## src/rtl/ascii_hex_stream_parser.sv

```systemverilog
// ASCII hex character stream to word parser with valid/ready on both sides.
// Digits accumulate MSB first; delimiters close short words; invalid characters emit an error word and then flush.
module ascii_hex_stream_parser #(
  parameter int NDIG        = 4,
  parameter bit ALLOW_LOWER = 1'b1,
  parameter int CW          = $clog2(NDIG + 1)
) (
  input  logic              clk,
  input  logic              rst,
  input  logic              in_valid,
  input  logic [7:0]        in_data,
  output logic              in_ready,
  output logic              out_valid,
  input  logic              out_ready,
  output logic [4*NDIG-1:0] out_data,
  output logic [CW-1:0]     out_cnt,
  output logic              out_err
);

  localparam int W = 4 * NDIG;

  typedef enum logic [1:0] {
    COLLECT = 2'd0,
    EMIT    = 2'd1,
    FLUSH   = 2'd2
  } state_t;

  state_t          state;
  logic [W-1:0]    acc;
  logic [CW-1:0]   cnt;
  logic            flush;

  logic            is_digit;
  logic            is_delim;
  logic [3:0]      nibble;
  logic [W-1:0]    next_acc;
  logic [CW-1:0]   next_cnt;
  logic            accept;

  assign in_ready = !rst && (state != EMIT);
  assign accept   = in_valid && in_ready;
  assign next_cnt = cnt + CW'(1);

  generate
    if (NDIG == 1) begin : g_single
      assign next_acc = nibble;
    end else begin : g_multi
      assign next_acc = {acc[W-5:0], nibble};
    end
  endgenerate

  // Character classification: hex digit value, delimiter, or invalid.
  always_comb begin
    is_digit = 1'b0;
    is_delim = 1'b0;
    nibble   = 4'h0;
    if (in_data >= 8'h30 && in_data <= 8'h39) begin
      is_digit = 1'b1;
      nibble   = in_data[3:0];
    end else if (in_data >= 8'h41 && in_data <= 8'h46) begin
      is_digit = 1'b1;
      nibble   = in_data[3:0] + 4'd9;
    end else if (ALLOW_LOWER && in_data >= 8'h61 && in_data <= 8'h66) begin
      is_digit = 1'b1;
      nibble   = in_data[3:0] + 4'd9;
    end else if (in_data == 8'h0D || in_data == 8'h0A || in_data == 8'h20) begin
      is_delim = 1'b1;
    end else begin
      is_digit = 1'b0;
      is_delim = 1'b0;
    end
  end

  // Parser FSM: collect digits, hold a word until taken, discard up to a delimiter after errors.
  always_ff @(posedge clk) begin
    if (rst) begin
      state     <= COLLECT;
      acc       <= '0;
      cnt       <= '0;
      flush     <= 1'b0;
      out_valid <= 1'b0;
      out_data  <= '0;
      out_cnt   <= '0;
      out_err   <= 1'b0;
    end else begin
      case (state)
        COLLECT: begin
          if (accept) begin
            if (is_digit) begin
              if (next_cnt == CW'(NDIG)) begin
                out_data  <= next_acc;
                out_cnt   <= next_cnt;
                out_err   <= 1'b0;
                out_valid <= 1'b1;
                flush     <= 1'b0;
                acc       <= '0;
                cnt       <= '0;
                state     <= EMIT;
              end else begin
                acc <= next_acc;
                cnt <= next_cnt;
              end
            end else if (is_delim) begin
              // A delimiter with nothing collected is just spacing.
              if (cnt != '0) begin
                out_data  <= acc;
                out_cnt   <= cnt;
                out_err   <= 1'b0;
                out_valid <= 1'b1;
                flush     <= 1'b0;
                acc       <= '0;
                cnt       <= '0;
                state     <= EMIT;
              end else begin
                state <= COLLECT;
              end
            end else begin
              out_data  <= '0;
              out_cnt   <= '0;
              out_err   <= 1'b1;
              out_valid <= 1'b1;
              flush     <= 1'b1;
              acc       <= '0;
              cnt       <= '0;
              state     <= EMIT;
            end
          end else begin
            state <= COLLECT;
          end
        end
        EMIT: begin
          if (out_ready) begin
            out_valid <= 1'b0;
            flush     <= 1'b0;
            state     <= flush ? FLUSH : COLLECT;
          end else begin
            state <= EMIT;
          end
        end
        FLUSH: begin
          if (accept && is_delim) begin
            state <= COLLECT;
          end else begin
            state <= FLUSH;
          end
        end
        default: begin
          state <= COLLECT;
        end
      endcase
    end
  end

endmodule

```

## config.mk

```make
export PLATFORM = sky130hd
export DESIGN_NAME = ascii_hex_stream_parser
export DESIGN_NICKNAME = d
export VERILOG_FILES = /design/src/rtl/ascii_hex_stream_parser.sv
export SDC_FILE = /design/constraint.sdc
export NUM_CORES = 1
export LEC_CHECK = 0
export CAP_MARGIN = 20
export CORE_UTILIZATION = 57
export CTS_CLUSTER_SIZE = 25
export DETAILED_ROUTE_END_ITERATION = 8
export GPL_TIMING_DRIVEN = 0
export PLACE_DENSITY = 0.84
export RECOVER_POWER = 50
export SLEW_MARGIN = 40
export SYNTH_ARGS = -nofsm -noshare
export SYNTH_HDL_FRONTEND = slang
export SYNTH_SLANG_ARGS = --single-unit
```

## constraint.sdc

```tcl
create_clock -name clk -period 4.8 [get_ports clk]
set_input_delay 0.96 -clock clk [delete_from_list [all_inputs] [get_ports clk]]
set_output_delay 0.96 -clock clk [all_outputs]
set_load 0.005 [all_outputs]
```

==> impl_metrics.env, run 1 <==
export IMPL_cts_tree="done"
export IMPL_route_detailed_drc=0
export IMPL_powerDensity_nw_per_um2=261.9
export IMPL_hold_buffers=0
export IMPL_clockBufferDepth=2
export IMPL_routed_via_density=6.163
export IMPL_overflow=0
export IMPL_cp_end_kind="flip-flop"
export IMPL_drtAntennaViolNets=0
export IMPL_regArea_sq_um=860.8
export IMPL_io_pins=34
export IMPL_route_met2_wl_mm=2.355
export IMPL_routed_top_layer="met4"
export IMPL_core_sq_um=3416
export IMPL_setup_viol=0
export IMPL_wire_per_inst_um=16.35
export IMPL_synth_enable_flop_cells=0
export IMPL_switching_share=0.2736
export IMPL_synth_simple_gate_area_frac=0.1110
export IMPL_r2r_setup_slack_ps=2100
export IMPL_power_frac_seq=0.575
export IMPL_clkSinkCount=43
export IMPL_antenna_found_initial=0
export IMPL_drt_total_wl_mm=5.101
export IMPL_synth_compound_area_share=0.3540
export IMPL_power_leakage_nw=0.8835
export IMPL_period_needed_ps=3620
export IMPL_cts_root_buffer="clkbuf_4"
export IMPL_yosysTopAreaCell="dfxtp_1"
export IMPL_timing_rr_start="cnt[0]"
export IMPL_fillers=271
export IMPL_rsz0062_at_grt="no"
export IMPL_r2r_end="out_err"
export IMPL_rows=21
export IMPL_ff2ff_path_depth=7
export IMPL_num_antenna_cells=0
export IMPL_hold_violations=0
export IMPL_power_switching_mw=0.1798
export IMPL_peakVddDrop_uv=193.7
export IMPL_final_max_slew_viol_count=0
export IMPL_gp_congestion=0.8498
export IMPL_yosys_warnings=0
export IMPL_fmax_mhz=276.3
export IMPL_htree_levels=2
export IMPL_max_cap_viol_count=0
export IMPL_yosysMostFrequentCell="dfxtp_1"
export IMPL_dr_pass1_iters=6
export IMPL_arrival_ps=3900
export IMPL_track_usage=0.2845
export IMPL_internal_power_mw=0.4776
export IMPL_grt_pass1_vias=1772
export IMPL_hold_path_class="reg2reg"
export IMPL_post_cts_buffers=0
export IMPL_synthTopCellsByArea="dfxtp_1, a22oi_1, a21oi_1"
export IMPL_crit_path_max_fanout=10
export IMPL_cts_buffers_inserted=5
export IMPL_hold_depth=2
export IMPL_io_buffers=31
export IMPL_fin_crit_sh=0.7541
export IMPL_tightestPinTransition_ps=751.4
export IMPL_synth_common_cells="dfxtp_1, a21oi_1, a22oi_1"
export IMPL_multiInputGateArea_sq_um=1081
export IMPL_die_area_sq_um=3923
export IMPL_insertion_delay_ps=360
export IMPL_synth_seq_cells=43
export IMPL_grt_max_degree=14
export IMPL_synth_fa_ha_area_frac=0.04776
export IMPL_vias=1923
export IMPL_cts_clk_slew_worst_paths_ps=120
export IMPL_async_flop_share=0
export IMPL_hpwlAfterDp_mm=3.663
export IMPL_syn_inst=227
export IMPL_die_h_um=62.64
export IMPL_synth_cell_type_count=44
export IMPL_seq_area_frac_synth=0.4107
export IMPL_synthFlopType="dfxtp_1"
export IMPL_dp_cells=304
export IMPL_combPwrFrac=0.162
export IMPL_fin_skew_ps=10.70
export IMPL_tns_ps=0
export IMPL_synth_avg_cell_area_sq_um=9.232
export IMPL_synth_top_family_by_area="compound AO/OA/AOI/OAI gates"
export IMPL_cp_start_kind="input pin"
export IMPL_die_width_um=62.64
export IMPL_synthesis_nets=247
export IMPL_drive_gt1_frac=0.1015
export IMPL_grt_pass1_wl_mm=8.549
export IMPL_instances_no_fill=312
export IMPL_min_from="flush"
export IMPL_start_util=0.6136
export IMPL_syn_area_sq_um=2096
export IMPL_drt_iter0_markers=151
export IMPL_yosysTopAreaCellShare=0.4107
export IMPL_ctsResizeCount=0
export IMPL_final_nets=285
export IMPL_synth_xor_area_frac=0
export IMPL_area_growth_pct=19.76
export IMPL_cp_required_ps=5080
export IMPL_slew_headroom=0.4948
export IMPL_clock_power_share=0.264
export IMPL_wl_met3_um=383
export IMPL_status="finished clean"
export IMPL_muxShareOfSynthArea=0.005373
export IMPL_path_class="in2reg"
export IMPL_worstHoldEndpoint="state[1]"
export IMPL_met1_length_mm=2.264
==> power groups by stage <==
stage / clock, mW / sequential, mW / combinational [mW]
3_3_place_gp: 0 / 0.386 / 0.109
6_report: 0.173 / 0.378 / 0.106
4_1_cts: 0.174 / 0.378 / 0.111
2_1_floorplan: 0 / 0.387 / 0.0577
5_1_grt: 0.197 / 0.380 / 0.116
3_5_place_dp: 0 / 0.386 / 0.111
==> metrics by stage <==
step | hold WS (ps) | cell area (sq um) | total power, mW | setup WS [ps] | util
after floorplan | 451.2 | 2096 | 0.4448 | 2095 | -
after global placement | 471.0 | 2464 | 0.4945 | 960.0 | 0.7212
after detailed placement | 479.1 | 2464 | 0.4972 | 879.5 | 0.7212
after CTS | 492.5 | 2517 | 0.6638 | 1267 | 0.7370
after global routing | 520.7 | 2510 | 0.6927 | 933.4 | 0.7348
final | 491.6 | 2510 | 0.6574 | 1180 | 0.7348
==> layout by cell type (no fill, tap or decap), types with 3 or more instances in the layout <==
cell             instances
buf_6                    5
clkbuf_4                 6
inv_1                   11
clkdlybuf4s50_1          9
ha_1                     8
clkbuf_1                12
a22oi_1                 28
nand2_1                 10
nand3_1                  3
a211oi_1                18
nor2_1                  15
dfxtp_1                 43
dlygate4sd3_1           22
o21ai_0                  4
a21oi_1                 34
==> worst max path at each step <==
stage | startpoint | to | slack [ps] | cells past startpoint
after floorplan | in_data[0] | out_cnt[0] | 2090 | 8
after global routing | in_data[0] | out_cnt[1] | 930 | 9
final | in_data[0] | out_data[12] | 1180 | 9
after detailed placement | in_data[1] | out_data[12] | 880 | 9
after global placement | in_data[1] | out_data[9] | 960 | 9
after CTS | in_data[1] | out_data[12] | 1270 | 9
==> worst max-delay path, cell delays in order <==
cell	delay [ps]
dlygate4sd3_1	640
inv_1	130
ha_1	220
nor3b_1	380
a311oi_1	110
o21ai_1	590
clkbuf_1	450
a21oi_1	150
a211oi_1	260
==> registers in the layout, summed over array words and instances, names as in the netlist <==
name	count
state	2
out_valid	1
out_data	16
flush	1
acc	16
cnt	3
out_cnt	3
out_err	1
==> routing by layer <==
metal	global-route usage	vias to the layer above
li1	-	933
met1	0.3809	894
met2	0.4348	84
met3	0.06934	12
met4	0.1221	0
met5	0	-
==> cell families after synthesis <==
kind of cell               count (synthesis)
AOI/OAI and AO/OA                        104
and+or+nand+nor                           43
muxes                                      1
DFF                                       43
adders and majority gates                  8
buffers and inverters                     28
==> final cells by class <==
type,count,share of cell area
multi-input cells,156,0.4307
flip-flops and latches,43,0.3430
repair buffers,31,0.1236
plain buffers,17,0.04187
well taps,46,0.02293
clock buffers,6,0.01645
inverters,11,0.01645
clock inverters,2,0.004985
No activity file was read; power rests on OpenSTA's default activity.
==> run 2, diff against run 1 <==
CORE_UTILIZATION = 53   (was 57)
PLACE_DENSITY = 0.79   (was 0.84)
clock period = 3.5 ns   (was 4.8 ns; I/O delays follow)
==> impl_metrics.env, run 2 (synthesis gave the netlist of run 1 again) <==
export IMPL_status="finished clean"
export IMPL_fin_area_sq_um=2547
export IMPL_track_usage=0.2643
export IMPL_die_area_sq_um=4209
export IMPL_grt_max_degree=14
export IMPL_drtAntennaViolNets=0
export IMPL_gp_congestion=0.8078
export IMPL_tightestPinTransition_ps=790.1
export IMPL_start_util=0.5640
export IMPL_peakVddDrop_uv=257.1
export IMPL_cts_clk_slew_worst_paths_ps=80
export IMPL_io_pins=34
export IMPL_final_nets=285
export IMPL_routed_via_density=6.169
export IMPL_vias=1937
export IMPL_crit_path_max_fanout=10
export IMPL_cp_end_kind="flip-flop"
export IMPL_max_cap_viol_count=0
export IMPL_dp_cells=306
export IMPL_instances_no_fill=314
export IMPL_io_buffers=31
export IMPL_cp_start_kind="input pin"
export IMPL_fillers=316
export IMPL_area_growth_pct=21.55
export IMPL_drt_total_wl_mm=5.190
export IMPL_clkSinkCount=43
export IMPL_drive_gt1_frac=0.1053
export IMPL_grt_pass1_wl_mm=8.487
export IMPL_clockBufferDepth=2
export IMPL_power_leakage_nw=0.8978
export IMPL_rows=22
export IMPL_period_needed_ps=3185
export IMPL_slew_headroom=0.4687
export IMPL_insertion_delay_ps=290
export IMPL_setup_viol=0
export IMPL_num_antenna_cells=0
export IMPL_overflow=0
export IMPL_fin_skew_ps=4.840
export IMPL_cp_required_ps=3710
export IMPL_antenna_found_initial=0
export IMPL_cts_root_buffer="clkbuf_8"
export IMPL_fmax_mhz=313.9
export IMPL_htree_levels=2
export IMPL_cts_tree="done"
export IMPL_final_cell_mix="dfxtp_1, a21oi_1, a22oi_1, dlygate4sd3_1, a211oi_1"
export IMPL_cts_buffers_inserted=5
export IMPL_layout_commonest_cell="dfxtp_1"
export IMPL_die_width_um=64.88
export IMPL_grt_pass1_vias=1693
export IMPL_final_max_slew_viol_count=0
export IMPL_core_sq_um=3716
export IMPL_route_detailed_drc=0
export IMPL_fin_crit_sh=0.9101
export IMPL_reg_largest_list="acc x16, out_data x16"
export IMPL_hold_buffers=0
export IMPL_hold_violations=0
export IMPL_hold_path_class="reg2reg"
export IMPL_powerDensity_nw_per_um2=382.0
export IMPL_wire_per_inst_um=16.53
export IMPL_tns_ps=0
export IMPL_drt_iter0_markers=159
export IMPL_postPlaceCellArea_sq_um=2466
export IMPL_hold_slack_ps=488.5
export IMPL_path_class="in2reg"
export IMPL_arrival_ps=3390
export IMPL_hpwlAfterDp_mm=3.634
export IMPL_rsz0062_at_grt="no"
export IMPL_die_h_um=64.88
export IMPL_dr_pass1_iters=7
[run 2: worst max-delay path, cell delays in order]
cell,delay (ps)
clkdlybuf4s50_1,610
inv_1,100
ha_1,250
nor3b_1,380
a311oi_1,130
o21ai_2,460
clkbuf_1,390
a21oi_1,130
a211oi_1,230
[run 2: area by class of cell]
type	count	area [sq um]	share of cell area
clock buffer	6	72.57	0.02849
inverter	11	41.29	0.01621
clock inverter	2	12.51	0.004912
timing repair buffer	31	310.3	0.1218
buffer	17	105.1	0.04126
tap	48	60.06	0.02358
multi-input combinational	156	1085	0.4258
sequential	43	860.8	0.3379
[run 2: final timing paths]
kind                            startpoint          to  slack (ps)  cells past startpoint
worst min-delay path                 flush    state[1]         490                      2
worst min register to register       flush    state[1]         490                      2
worst max register to register      cnt[0]     out_err         820                      7
worst max-delay path            in_data[1]  out_cnt[0]         310                      9
[run 2: routing by layer]
metal  track usage  part of all wire  vias to the layer above
met2        0.4023              0.45                       72
met4       0.07778             0.016                        0
met5             0                 0                        -
met3       0.04401             0.069                       10
met1        0.3791              0.46                      919
li1              -                 -                      936
[run 2: report_power, final]
part / total [mW] / switching (mW) / leakage, nW / internal, mW
sequential: 0.518 / 0.00951 / 0.350 / 0.508
clock: 0.311 / 0.171 / 0.0412 / 0.140
combinational: 0.145 / 0.0762 / 0.507 / 0.0688
[run 2: timing repair]
item / 4_1_cts / 5_1_grt
buffers inserted: 0 / 0
resized for setup: 0 / 1
setup endpoints to repair: 0 / 10
[run 2: through the flow]
stage                     utilization  setup WS, ps  power (mW)
after floorplan                     -          1055      0.6100
after global placement         0.6636        -85.62      0.6786
after detailed placement       0.6636        -161.3      0.6809
after CTS                      0.6865         129.1      0.9779
after global routing           0.6855         69.24       1.007
final                          0.6855         314.7      0.9732
